`config.mk`:
```
export PLATFORM = sky130hd
export DESIGN_NAME = fetch_seq
export DESIGN_NICKNAME = d
export VERILOG_FILES = /design/src/rtl/fetch_seq.sv
export SDC_FILE = /design/constraint.sdc
export NUM_CORES = 1
export LEC_CHECK = 0
export ABC_AREA = 0
export BUFFER_PORTS_ARGS = -buffer_cell sky130_fd_sc_hd__buf_4
export CAP_MARGIN = 10
export CORE_MARGIN = 5
export CORE_UTILIZATION = 52
export CTS_CLUSTER_DIAMETER = 30
export DETAILED_ROUTE_END_ITERATION = 7
export GPL_TIMING_DRIVEN = 0
export PLACE_DENSITY = 0.81
export SYNTH_ARGS = -nofsm -noshare
export SYNTH_HDL_FRONTEND = slang
export SYNTH_SLANG_ARGS = --single-unit
export TNS_END_PERCENT = 50
```
`constraint.sdc`:
```
create_clock -name clk -period 3.1 [get_ports clk]
set_input_delay 0.62 -clock clk [delete_from_list [all_inputs] [get_ports clk]]
set_output_delay 0.62 -clock clk [all_outputs]
set_load 0.005 [all_outputs]
```
`src/rtl/fetch_seq.sv`:
```
// fetch_seq: multicycle RV32 instruction sequencer.
// It owns the PC, fetches each instruction over a req/ready handshake and
// holds it while the datapath executes. When the instruction completes it
// steers the PC to either pc+4 or the branch target. Misaligned next-PCs
// and unanswered fetches end in a sticky trap state that only reset clears.
module fetch_seq #(
  parameter logic [31:0] RESET_PC = 32'h0000_0000,
  parameter int unsigned TIMEOUT  = 16
) (
  input  logic        clk,
  input  logic        rst_n,
  input  logic        stall,
  output logic        imem_req,
  output logic [31:0] imem_addr,
  input  logic        imem_ready,
  input  logic [31:0] imem_rdata,
  output logic [31:0] instr,
  output logic        instr_valid,
  input  logic        exec_done,
  input  logic        NextPCSrc,
  input  logic [31:0] target,
  output logic [31:0] pc,
  output logic [31:0] pc_plus4,
  output logic        trap,
  output logic [1:0]  trap_cause,
  output logic [31:0] instret
);

  localparam logic [31:0] TIMEOUT_W = TIMEOUT[31:0];
  localparam logic [31:0] NOP_INSTR = 32'h0000_0013;

  localparam logic [1:0] CAUSE_NONE     = 2'b00;
  localparam logic [1:0] CAUSE_MISALIGN = 2'b01;
  localparam logic [1:0] CAUSE_TIMEOUT  = 2'b10;

  typedef enum logic [1:0] {
    S_IDLE  = 2'd0,
    S_FETCH = 2'd1,
    S_EXEC  = 2'd2,
    S_TRAP  = 2'd3
  } state_t;

  state_t      state_q, state_d;
  logic [31:0] pc_q, pc_d;
  logic [31:0] instr_q, instr_d;
  logic [31:0] instret_q, instret_d;
  logic [31:0] to_cnt_q, to_cnt_d;
  logic        trap_q, trap_d;
  logic [1:0]  cause_q, cause_d;

  logic        fetch_hs;
  logic        fetch_miss;
  logic        timeout_hit;
  logic [31:0] next_pc;

  // Address path and Moore-style status outputs straight from the registers.
  assign pc          = pc_q;
  assign imem_addr   = pc_q;
  assign pc_plus4    = pc_q + 32'd4;
  assign instr       = instr_q;
  assign instret     = instret_q;
  assign trap        = trap_q;
  assign trap_cause  = cause_q;
  assign instr_valid = (state_q == S_EXEC);
  // A stalled FETCH cycle withdraws the request, so ready is ignored then.
  assign imem_req    = (state_q == S_FETCH) && !stall;

  assign fetch_hs    = imem_req && imem_ready;
  assign fetch_miss  = imem_req && !imem_ready;
  // The N-th unanswered request cycle is the one where the count is N-1.
  assign timeout_hit = (TIMEOUT_W != 32'd0) && fetch_miss &&
                       ((to_cnt_q + 32'd1) == TIMEOUT_W);
  assign next_pc     = NextPCSrc ? target : pc_plus4;

  // Next-state and next-register computation for the sequencer.
  always_comb begin
    state_d   = state_q;
    pc_d      = pc_q;
    instr_d   = instr_q;
    instret_d = instret_q;
    to_cnt_d  = to_cnt_q;
    trap_d    = trap_q;
    cause_d   = cause_q;
    case (state_q)
      S_IDLE: begin
        if (!stall) begin
          state_d  = S_FETCH;
          to_cnt_d = 32'd0;
        end
      end
      S_FETCH: begin
        if (fetch_hs) begin
          instr_d = imem_rdata;
          state_d = S_EXEC;
        end else if (fetch_miss) begin
          to_cnt_d = to_cnt_q + 32'd1;
          if (timeout_hit) begin
            state_d = S_TRAP;
            trap_d  = 1'b1;
            cause_d = CAUSE_TIMEOUT;
          end
        end
      end
      S_EXEC: begin
        if (exec_done) begin
          if (next_pc[1:0] != 2'b00) begin
            // Faulting instruction is not retired and pc keeps pointing at it.
            state_d = S_TRAP;
            trap_d  = 1'b1;
            cause_d = CAUSE_MISALIGN;
          end else begin
            pc_d      = next_pc;
            instret_d = instret_q + 32'd1;
            to_cnt_d  = 32'd0;
            state_d   = S_FETCH;
          end
        end
      end
      S_TRAP: begin
        state_d = S_TRAP;
      end
      default: begin
        state_d = S_IDLE;
      end
    endcase
  end

  // All sequencer state, with asynchronous reset to the architectural reset values.
  always_ff @(posedge clk or negedge rst_n) begin
    if (!rst_n) begin
      state_q   <= S_IDLE;
      pc_q      <= RESET_PC;
      instr_q   <= NOP_INSTR;
      instret_q <= 32'd0;
      to_cnt_q  <= 32'd0;
      trap_q    <= 1'b0;
      cause_q   <= CAUSE_NONE;
    end else begin
      state_q   <= state_d;
      pc_q      <= pc_d;
      instr_q   <= instr_d;
      instret_q <= instret_d;
      to_cnt_q  <= to_cnt_d;
      trap_q    <= trap_d;
      cause_q   <= cause_d;
    end
  end

endmodule

```
Word level (Yosys, flattened, before mapping)
Index checks and enable logic that the tools add are counted.
Word-level totals
  bits in registers: 133
  output and inout bits: 165
  word-level logic and storage cells: 65
  bits of input ports: 70
Operators by class
  bitwise logic cells: 1
  reductions and logical operators: 15
  add/subtract/negate cells: 3
  equal/unequal tests: 13
  mux-type cells: 26
Operator list (count)
  2-to-1 mux 32 bit: 6
  case mux 32 bit (3 select lines): 1
  adder 32 x 1 -> 32 bit, second input constant: 2
  adder 32 x 3 -> 32 bit, second input constant: 1
  == test 32 x 5 -> 1 bit, second input constant: 1
  2-to-1 mux 2 bit: 11
  AND reduction 6 bit: 2
  inequality test 2 bit, second input constant: 5
  case mux 2 bit (4 select lines): 1
  inequality test 3 bit, second input constant: 2
  2-to-1 mux 1 bit: 5
  == test 2 bit, second input constant: 2
  logical AND 1 bit: 4
  inequality test 2 x 1 -> 1 bit, second input constant: 2
  case mux 2 bit (2 select lines): 1
  AND reduction 4 bit: 1
  nonzero test 2 bit: 2
  AND reduction 3 bit: 1
  nonzero test 3 bit: 1
  == test 2 x 1 -> 1 bit, second input constant: 1
  logical NOT 1 bit: 2
  logical NOT 2 bit: 1
  case mux 1 bit (2 select lines): 1
  AND reduction 2 bit: 1
  NOT 1 bit: 1

Depth between registers and ports, before layout
Gate-level depths: netlist of run 1.
  word-level depth: 8
  gate-level depth with buffers: 9
  gate-level depth less buffers: 8

Worst setup path after synthesis of run 1
OpenSTA, ideal clock, no wires.
  path type: register to output
  start point: reg pc_q[2], in the netlist imem_addr[2]
  end point: out pc_plus4[30]
  data required time: 2.480 ns
  cell stages (with the launch flop): 9
  setup slack: 0.353 ns
  arrival time: 2.127 ns
  path buffers: 1
  cell sequence: dfrtp_1 -> ha_1 -> and4_1 -> nand3_1 -> or4_1 -> clkbuf_1 -> nor2_1 -> and3_1 -> xor2_1
On the way
  word-level cells in the longest chain between the ends: 1
Ends and longest elaborated chain
  start: declaration: line 44  | logic [31:0] pc_q, pc_d;
  start signal: assignment: line 140  | pc_q <= pc_d;
  adder 32 x 3 -> 32 bit: line 59  | assign pc_plus4 = pc_q + 32'd4;
  end: declaration: line 23  | output logic [31:0] pc_plus4,
No other way between the ends.

Worst setup path in the final report of run 1
  start point: reg pc_q[3], in the netlist imem_addr[3]
  end point: out pc_plus4[30]
Same word-level chain as after synthesis.

==> qor.csv, run 1 <==
stage,metric,value,unit
critical_path,crit_type,flop to primary output,
critical_path,cp_slowest_stage_delay,0.62,ns
power_and_ir_drop,power_frac_comb,38.7,%
power_and_ir_drop,pwr-share-seq,35.1,%
critical_path,cp_num_cells,8,
finish,stdcell_count,1300,
global_route,grt_pass1_wl,36700,um
clocking,cts_made_buffers,17,
synthesis,yosysSeqAreaShare,43.7,%
synthesis,ys_warn_count,0,
timing,rsz0062_at_grt,true,
global_route,grt_use_total,27.2,%
critical_path,cp_num_buf_inv,1,
clocking,cts_tree,yes,
clocking,cts-root-buf,clkbuf_16,
synthesis,synth.distinct_cells,60,
detailed_routing,detail-route-antenna-nets,0,
synthesis,synth_commonest_cells,"dfrtp_1 (130), o21ai_0 (93), nand2_1 (88)",
worst_hold_path,hold_path.class,input port to asynchronous set/reset pin,
timing,whs,0.0943,ns
critical_path,crit_path_max_fanout,5,
finish,postLayoutCoreUtil,72.4,%
critical_path,crit-reg2reg-launch,to_cnt_q[0],
clocking,clk_pin_slew_worst_paths,0.07,ns
synthesis,yosysTopAreaCellShare,42.7,%
synthesis,synthMostInstantiatedCell,dfrtp_1,
clocking,numClockSinks,133,
clocking,clk_latency,0.42,ns
power_and_ir_drop,p_int,5.22,mW
critical_path,required,2.48,ns
critical_path,startpoint_type,flop,
finish,n_fill_cell,1084,
power_and_ir_drop,p_sw,2.60,mW
global_route,grt_max_degree,98,
timing,worstMarginPinSlew,0.807,ns
synthesis,ys_ff_latch,133,
place,hpwl,17300,um
floorplanning,initial_utilization,52.6,%
critical_path,r2r-end,state_q[1],
floorplanning,core,0.0145,sq mm
finish,drive_gt1_share,35.8,%
synthesis,syn-instance-count,833,
floorplanning,dieArea,0.0172,sq mm
place,place_area,0.00963,sq mm
timing,fin_skew,0.0111,ns
synthesis,syn_avg_cell_area,9.15,sq um
synthesis,ys.flop_type,dfrtp_1,
synthesis,netlist_area,0.00762,sq mm
place,io_buffers,233,
floorplanning,die_x,131,um
detailed_routing,drcViolationCount,2,
power_and_ir_drop,leakage,4.94,nW
power_and_ir_drop,power.density,746,mW/mm^2
run_status,violations,"DRC, setup timing",
finish,syn_to_final_growth,37.5,%
power_and_ir_drop,pwr-share-clk,26.2,%
finish,nets,1176,
critical_path,crit_chain,ha_4 -> and4_4 -> nand3_4 -> or4_4 -> nor2_4 -> and3_4 -> xor2_1 -> buf_4,
timing,finalHoldViolCount,0,
global_route,gr-total-overflow,0,
timing,period_minus_slack,3.23,ns
detailed_routing,vias,7573,
power_and_ir_drop,switching_share,33.3,%
detailed_routing,routedWlPerCell,18.7,um
finish,antenna_cells,0,
clocking,cts_buffer_depth,2,
critical_path,endpoint_kind,primary output,
detailed_routing,vias_per_cell,5.83,
place,gp_congestion,0.920,
place,dpl.cell_count,1251,
detailed_routing,drt_first_pass_iters,8,
critical_path,cp.arrival,2.61,ns
critical_path,crit_family,simple AND/OR/NAND/NOR gates,
detailed_routing,drtIter0Drc,787,
timing,setup_ws,-0.131,ns
timing,fmax,0.309,GHz
timing,slew_viol_final,0,
critical_path,reg2reg_depth,8,
floorplanning,die_h,131,um
critical_path,r2r_slack,0.23,ns
clocking,htree_levels,4,
run,drv_cap,0,
synthesis,yosys.area.top_type,dfrtp_1,
floorplanning,io-pin-count,235,
finish,final_area,0.0105,sq mm
timing,setup_viol,2,
synthesis,synth_enable_flop_cells,0,
synthesis,syn_nets,906,
power_and_ir_drop,ir_worst_vdd,0.521,mV
floorplanning,rows,44,
timing,post-route-period-util,104,%
synthesis,synth.area.top_cells,"dfrtp_1 (43%), o21ai_0 (6.1%), mux2_2 (4.9%), xnor2_1 (4.4%), nand2_1 (4.3%)",
detailed_routing,wirelength,24400,um
critical_path,crit_path_top_delay_cell,or4_4,
synthesis,async_flop_share,100,%
run_status,status,"finished, violations left",
timing,slew_headroom,46.2,%
clocking,hold_buffers,0,
global_route,antenna_found_initial,0,
global_route,grt_pass1_vias,6940,
==> worst max-delay path by stage <==
stage                            start            to  slack (ns)
after global placement     to_cnt_q[0]    state_q[1]       -0.19
after CTS                  to_cnt_q[0]    state_q[1]       -0.09
after floorplan           imem_addr[2]  pc_plus4[30]        0.35
after detailed placement   to_cnt_q[0]    state_q[1]       -0.21
final                     imem_addr[3]  pc_plus4[30]       -0.13
after global routing      imem_addr[2]  pc_plus4[30]       -0.20
==> metrics by stage <==
stage / TNS, ns / setup slack, ns / total power [mW]
6_report: -0.160 / -0.131 / 7.82
5_1_grt: -0.550 / -0.197 / 8.25
4_1_cts: -0.165 / -0.0870 / 7.76
3_5_place_dp: -0.378 / -0.213 / 5.65
3_3_place_gp: -0.287 / -0.191 / 5.56
2_1_floorplan: 0 / 0.353 / 3.87
==> cells in the final DEF, fill, tap and decap left out, types with 12 or more instances in the layout <==
cell type	count
xnor2_1	38
buf_4	285
nand4_1	34
and4_1	12
nor3_1	15
nor2_1	57
dfrtp_1	118
mux2_2	33
nand2_1	88
o31ai_1	12
o21ai_0	93
and3_1	21
a21oi_1	18
clkbuf_16	17
a31oi_1	12
clkbuf_1	35
dfrtp_2	12
xor2_1	28
nand3_1	37
==> flip-flops by register name (all words and copies together) (netlist names) <==
register / flops
imem_addr: 32
instr: 32
instret: 32
to_cnt_q: 32
state_q: 2
trap_cause: 2
trap: 1
==> cell type report <==
class	count	area [sq um]	share of cell area, %
tap	184	230	2.20
clock inverter	12	144	1.37
clock buffer	20	457	4.36
multi-input combinational	607	3900	37.2
timing repair buffer	252	1920	18.3
inverter	11	41.3	0.394
buffer	81	444	4.24
sequential	133	3350	31.9
==> metal layers <==
| layer | global-route usage [%] | routed length (um) | vias up |
|---|---|---|---|
| met5 | 0 | 0 | - |
| met4 | 8.71 | 672 | 0 |
| met3 | 6.04 | 2220 | 59 |
| met2 | 44.7 | 12200 | 401 |
| met1 | 35.9 | 9260 | 3626 |
| li1 | - | - | 3487 |
==> power groups by stage <==
stage | Clock, mW | Sequential (mW) | Combinational [mW]
detailed placement | 0 | 2.74 | 2.91
CTS | 2.06 | 2.71 | 2.99
global placement | 0 | 2.71 | 2.85
floorplan | 0 | 2.66 | 1.22
global route | 2.14 | 2.80 | 3.30
finish | 2.05 | 2.74 | 3.03
==> timing repair <==
action	CTS	global route
buffers inserted	5	13
pin swaps	3	9
endpoints found under the setup margin	10	13
gates resized for setup	17	17
==> cells by family (layout without fill, tap and decap cells) <==
family	count (synthesis)	count (layout)	synth area share, %
buf+inv	93	376	6.39
fa+ha+maj	3	3	0.493
mux	45	45	6.45
flops	133	133	43.7
simple gates	326	326	22.5
xor+xnor	66	66	7.59
compound gates	167	167	12.8
Power figures use the tool's default switching activity.
==> run 2: changes to the inputs <==
--- a/config.mk
+++ b/config.mk
@@ -6,8 +6,10 @@
 export NUM_CORES = 1
 export LEC_CHECK = 0
 export ABC_AREA = 0
+export ABC_CLOCK_PERIOD_IN_PS = 3100
 export BUFFER_PORTS_ARGS = -buffer_cell sky130_fd_sc_hd__buf_4
 export CAP_MARGIN = 10
+export CORE_ASPECT_RATIO = 0.6
 export CORE_MARGIN = 5
 export CORE_UTILIZATION = 52
 export CTS_CLUSTER_DIAMETER = 30
==> qor.csv, run 2 (synthesized netlist as in run 1, its figures left out) <==
stage,metric,value,unit
detailed_routing,routedWlPerCell,19.6,um
finish,syn_to_final_growth,38.2,%
timing,slew_viol_final,0,
run,drv_cap,0,
worst_hold_path,hold_path.class,input port to asynchronous set/reset pin,
timing,finalHoldViolCount,0,
floorplanning,core,0.0144,sq mm
finish,regArea,0.00335,sq mm
clocking,cts_made_buffers,17,
floorplanning,io-pin-count,235,
critical_path,crit_path_max_fanout,5,
timing,fmax,0.321,GHz
detailed_routing,detail-route-antenna-nets,0,
critical_path,cp.arrival,2.49,ns
clocking,hold_buffers,0,
clocking,htree_levels,4,
timing,setup_viol,2,
finish,n_fill_cell,1104,
floorplanning,dieArea,0.0173,sq mm
timing,slew_headroom,46.5,%
global_route,grt_pass1_wl,40900,um
critical_path,required,2.48,ns
timing,fin_skew,0.0134,ns
global_route,grt_pass1_vias,7316,
floorplanning,die_x,166,um
timing,post-route-period-util,100,%
detailed_routing,drt_first_pass_iters,5,
clocking,cts_buffer_depth,2,
critical_path,cp-startpoint,imem_addr[3],
global_route,grt_use_total,29.1,%
place,gp_congestion,0.936,
global_route,gr-total-overflow,0,
critical_path,crit-reg2reg-launch,to_cnt_q[0],
power_and_ir_drop,power.density,743,mW/mm^2
global_route,antenna_found_initial,0,
run_status,violations,setup timing,
critical_path,crit_type,flop to primary output,
timing,worstMarginPinSlew,0.797,ns
timing,setup_ws,-0.0123,ns
clocking,cts_tree,yes,
finish,final_common_cell,buf_4,
place,hpwl,18700,um
detailed_routing,vias_per_cell,5.88,
timing,rsz0062_at_grt,true,
finish,final_cell_mix,"buf_4 (288), dfrtp_1 (117), o21ai_0 (93), nand2_1 (88), nor2_1 (56)",
place,io_buffers,233,
floorplanning,initial_utilization,52.8,%
finish,antenna_cells,0,
floorplanning,rows,34,
power_and_ir_drop,leakage,4.97,nW
finish,nets,1178,
finish,multi_input_comb_area,0.00391,sq mm
finish,drive_gt1_share,36.6,%
global_route,grt_max_degree,99,
detailed_routing,drcViolationCount,0,
run_status,status,"finished, violations left",
critical_path,startpoint_type,flop,
detailed_routing,vias,7744,
clocking,clk_pin_slew_worst_paths,0.07,ns
timing,final.setup.tns,-0.0217,ns
clocking,cts-root-buf,clkbuf_16,
detailed_routing,wirelength,25800,um
power_and_ir_drop,ir_worst_vdd,0.504,mV
clocking,numClockSinks,133,
detailed_routing,drtIter0Drc,888,
timing,whs,0.0855,ns
critical_path,endpoint_kind,primary output,
timing,period_minus_slack,3.11,ns
clocking,clk_latency,0.43,ns
floorplanning,die_h,104,um
[run 2: final timing paths]
path	endpoint	slack, ns	cells after the start
max in group asynchronous	instr[1]	2.20	2
worst max-delay path	pc_plus4[24]	-0.01	8
worst min register to register	trap	0.47	1
worst max register to register	state_q[1]	0.11	9
worst min-delay path	to_cnt_q[9]	0.09	1
min in group clk	instr[22]	0.42	2
[run 2: area by class of cell]
class | instances | area share, %
plain buffers | 79 | 4.12
clock buffers | 17 | 4.04
clock inverters | 15 | 1.70
inverters | 11 | 0.392
multi-input cells | 607 | 37.1
flip-flops and latches | 133 | 31.8
well taps | 198 | 2.35
repair buffers | 256 | 18.5
[run 2: stage by stage]
stage / power, mW / util [%] / setup slack, ns / instance area (sq um) / std cells
after floorplan: 3.87 / - / 0.353 / 7620 / 833
after global placement: 5.59 / 66.7 / -0.247 / 9620 / 1264
after CTS: 7.80 / 72.1 / 0.0114 / 10400 / 1305
after global routing: 8.26 / 73.1 / -0.0732 / 10500 / 1316
after detailed placement: 5.68 / 66.9 / -0.294 / 9650 / 1265
final: 7.83 / 73.1 / -0.0123 / 10500 / 1316
[run 2: routing by layer]
metal | wire length [um] | global-route usage [%] | part of all wire, %
met1 | 11200 | 41.4 | 44
met2 | 11400 | 43.3 | 44
met3 | 2570 | 7.84 | 10
met4 | 558 | 9.52 | 2.2
met5 | 0 | 0 | 0
[run 2: timing repair]
action | in CTS | in global routing
resized for setup | 21 | 15
endpoints found under the setup margin | 12 | 15
pin swaps | 6 | 6
setup buffers | 10 | 12
hold endpoints to repair | 0 | 0
[run 2: where the power goes]
group          internal [mW]  leakage, nW  switching [mW]
logic                   1.76         2.96            1.24
registers               2.20         1.71           0.574
clock network           1.16        0.295           0.904
[run 2: critical path, cell delays in order, from the launching register on]
cell and delay [ns]:
dfrtp_1 0.40, ha_4 0.18, and4_4 0.26, nand3_4 0.10, or4_4 0.54, buf_4 0.18, buf_4 0.15, xnor2_2 0.13
buf_4 0.14
==> run 3: changes to the inputs <==
--- a/config.mk
+++ b/config.mk
@@ -11,12 +11,11 @@
 export CAP_MARGIN = 10
 export CORE_ASPECT_RATIO = 0.6
 export CORE_MARGIN = 5
-export CORE_UTILIZATION = 52
+export CORE_UTILIZATION = 40
 export CTS_CLUSTER_DIAMETER = 30
 export DETAILED_ROUTE_END_ITERATION = 7
 export GPL_TIMING_DRIVEN = 0
-export PLACE_DENSITY = 0.81
+export RECOVER_POWER = 100
 export SYNTH_ARGS = -nofsm -noshare
 export SYNTH_HDL_FRONTEND = slang
 export SYNTH_SLANG_ARGS = --single-unit
-export TNS_END_PERCENT = 50
==> qor.csv, run 3 (synthesized netlist as in run 1, its figures left out) <==
stage,metric,value,unit
place,dp_slack,-0.368,ns
clocking,cts-root-buf,clkbuf_16,
critical_path,reg2reg_depth,8,
finish,nets,1184,
floorplanning,die_x,188,um
run,drv_cap,0,
finish,n_fill_cell,1757,
clocking,cts_buffer_depth,2,
timing,worstMarginPinSlew,1.31,ns
detailed_routing,vias_per_cell,5.36,
critical_path,crit_path_max_fanout,3,
clocking,hold_buffers,0,
critical_path,cp.arrival,2.42,ns
detailed_routing,wirelength,25400,um
clocking,cts_tree,yes,
floorplanning,initial_utilization,40.4,%
global_route,grt_use_total,22.3,%
global_route,antenna_found_initial,0,
worst_hold_path,hold_path.class,input port to flop,
detailed_routing,drtIter0Drc,642,
timing,fmax,0.329,GHz
critical_path,crit_family,simple AND/OR/NAND/NOR gates,
timing,slew_viol_final,0,
critical_path,crit_type,flop to primary output,
power_and_ir_drop,finalPower,7.76,mW
timing,finalHoldViolCount,0,
detailed_routing,drt_first_pass_iters,6,
finish,final_cell_mix,"buf_4 (223), dfrtp_1 (115), o21ai_0 (93), nand2_1 (88), clkbuf_1 (60)",
global_route,grt_pass1_wl,38700,um
place,io_buffers,233,
worst_hold_path,hold_depth,2,
finish,final_area,0.0106,sq mm
power_and_ir_drop,power.density,735,mW/mm^2
power_and_ir_drop,leakage,4.90,nW
run_status,status,finished clean,
place,place_area,0.00971,sq mm
critical_path,endpoint_kind,primary output,
critical_path,startpoint_type,flop,
critical_path,cp_slowest_stage_delay,0.47,ns
critical_path,cp_num_cells,8,
floorplanning,die_h,117,um
place,gp_congestion,0.905,
floorplanning,core,0.0189,sq mm
finish,final_common_cell,buf_4,
global_route,grt_max_degree,81,
clocking,numClockSinks,133,
finish,syn_to_final_growth,38.5,%
critical_path,required,2.48,ns
floorplanning,io-pin-count,235,
global_route,gr-total-overflow,0,
floorplanning,dieArea,0.0220,sq mm
timing,whs,0.429,ns
timing,setup_viol,0,
place,hpwl,18700,um
timing,post-route-period-util,97.9,%
floorplanning,rows,39,
clocking,cts_made_buffers,17,
clocking,clk_latency,0.42,ns
timing,setup_ws,0.0638,ns
detailed_routing,detail-route-antenna-nets,0,
clocking,htree_levels,4,
timing,rsz0062_at_grt,true,
timing,slew_headroom,12.5,%
critical_path,crit_chain,ha_4 -> and4_4 -> nand3_4 -> or4_4 -> nor2_4 -> and3_4 -> xor2_2 -> buf_4,
detailed_routing,routedWlPerCell,18.6,um
global_route,grt_pass1_vias,6770,
critical_path,cp_num_buf_inv,1,
power_and_ir_drop,ir_worst_vdd,0.492,mV
timing,fin_skew,0.00896,ns
timing,period_minus_slack,3.04,ns
detailed_routing,vias,7349,
finish,drive_gt1_share,35.1,%
detailed_routing,drcViolationCount,0,
timing,final.setup.tns,0,ns
clocking,clk_pin_slew_worst_paths,0.06,ns
critical_path,crit_path_top_delay_cell,or4_4,
finish,antenna_cells,0,
## run 3: metrics by stage
step	instances	util [%]
after detailed placement	1313	51.4
after floorplan	833	-
after global routing	1370	55.9
final	1370	55.9
after CTS	1355	55.6
after global placement	1312	51.2
## run 3: final cells by class
type	count	area [sq um]	area share, %
repair buffers	262	1870	17.7
well taps	246	308	2.92
clock buffers	17	425	4.03
multi-input cells	607	3970	37.6
plain buffers	79	437	4.14
flip-flops and latches	133	3350	31.7
clock inverters	15	163	1.54
inverters	11	41.3	0.391
## run 3: worst paths after layout
path,start,endpoint,slack (ns)
setup / recovery,imem_addr[2],pc_plus4[30],0.06
setup reg to reg,to_cnt_q[0],state_q[1],0.09
min in group asynchronous,rst_n,instr[27],0.47
max in group asynchronous,rst_n,imem_addr[13],0.65
hold reg to reg,trap,trap,0.47
hold / removal,imem_rdata[7],instr[7],0.43
## run 3: what timing repair did
item	in CTS	in global routing
gates resized for setup	35	16
pin swaps	6	8
endpoints found under the setup margin	13	14
buffers inserted	12	16
## run 3: power breakdown
part / total (mW) / internal [mW] / switching (mW) / leakage [nW]
Combinational: 3.02 / 1.74 / 1.28 / 2.90
Clock: 2.02 / 1.14 / 0.882 / 0.284
Sequential: 2.72 / 2.21 / 0.517 / 1.71
## run 3: routing by layer
layer  global-route usage (%)  routed length (um)  vias to the layer above
met5                        0                   0                        -
li1                         -                   -                     3513
met2                     31.5               10600                      340
met1                     33.4               12300                     3476
met4                     5.43                 255                        0
met3                     6.52                2360                       20
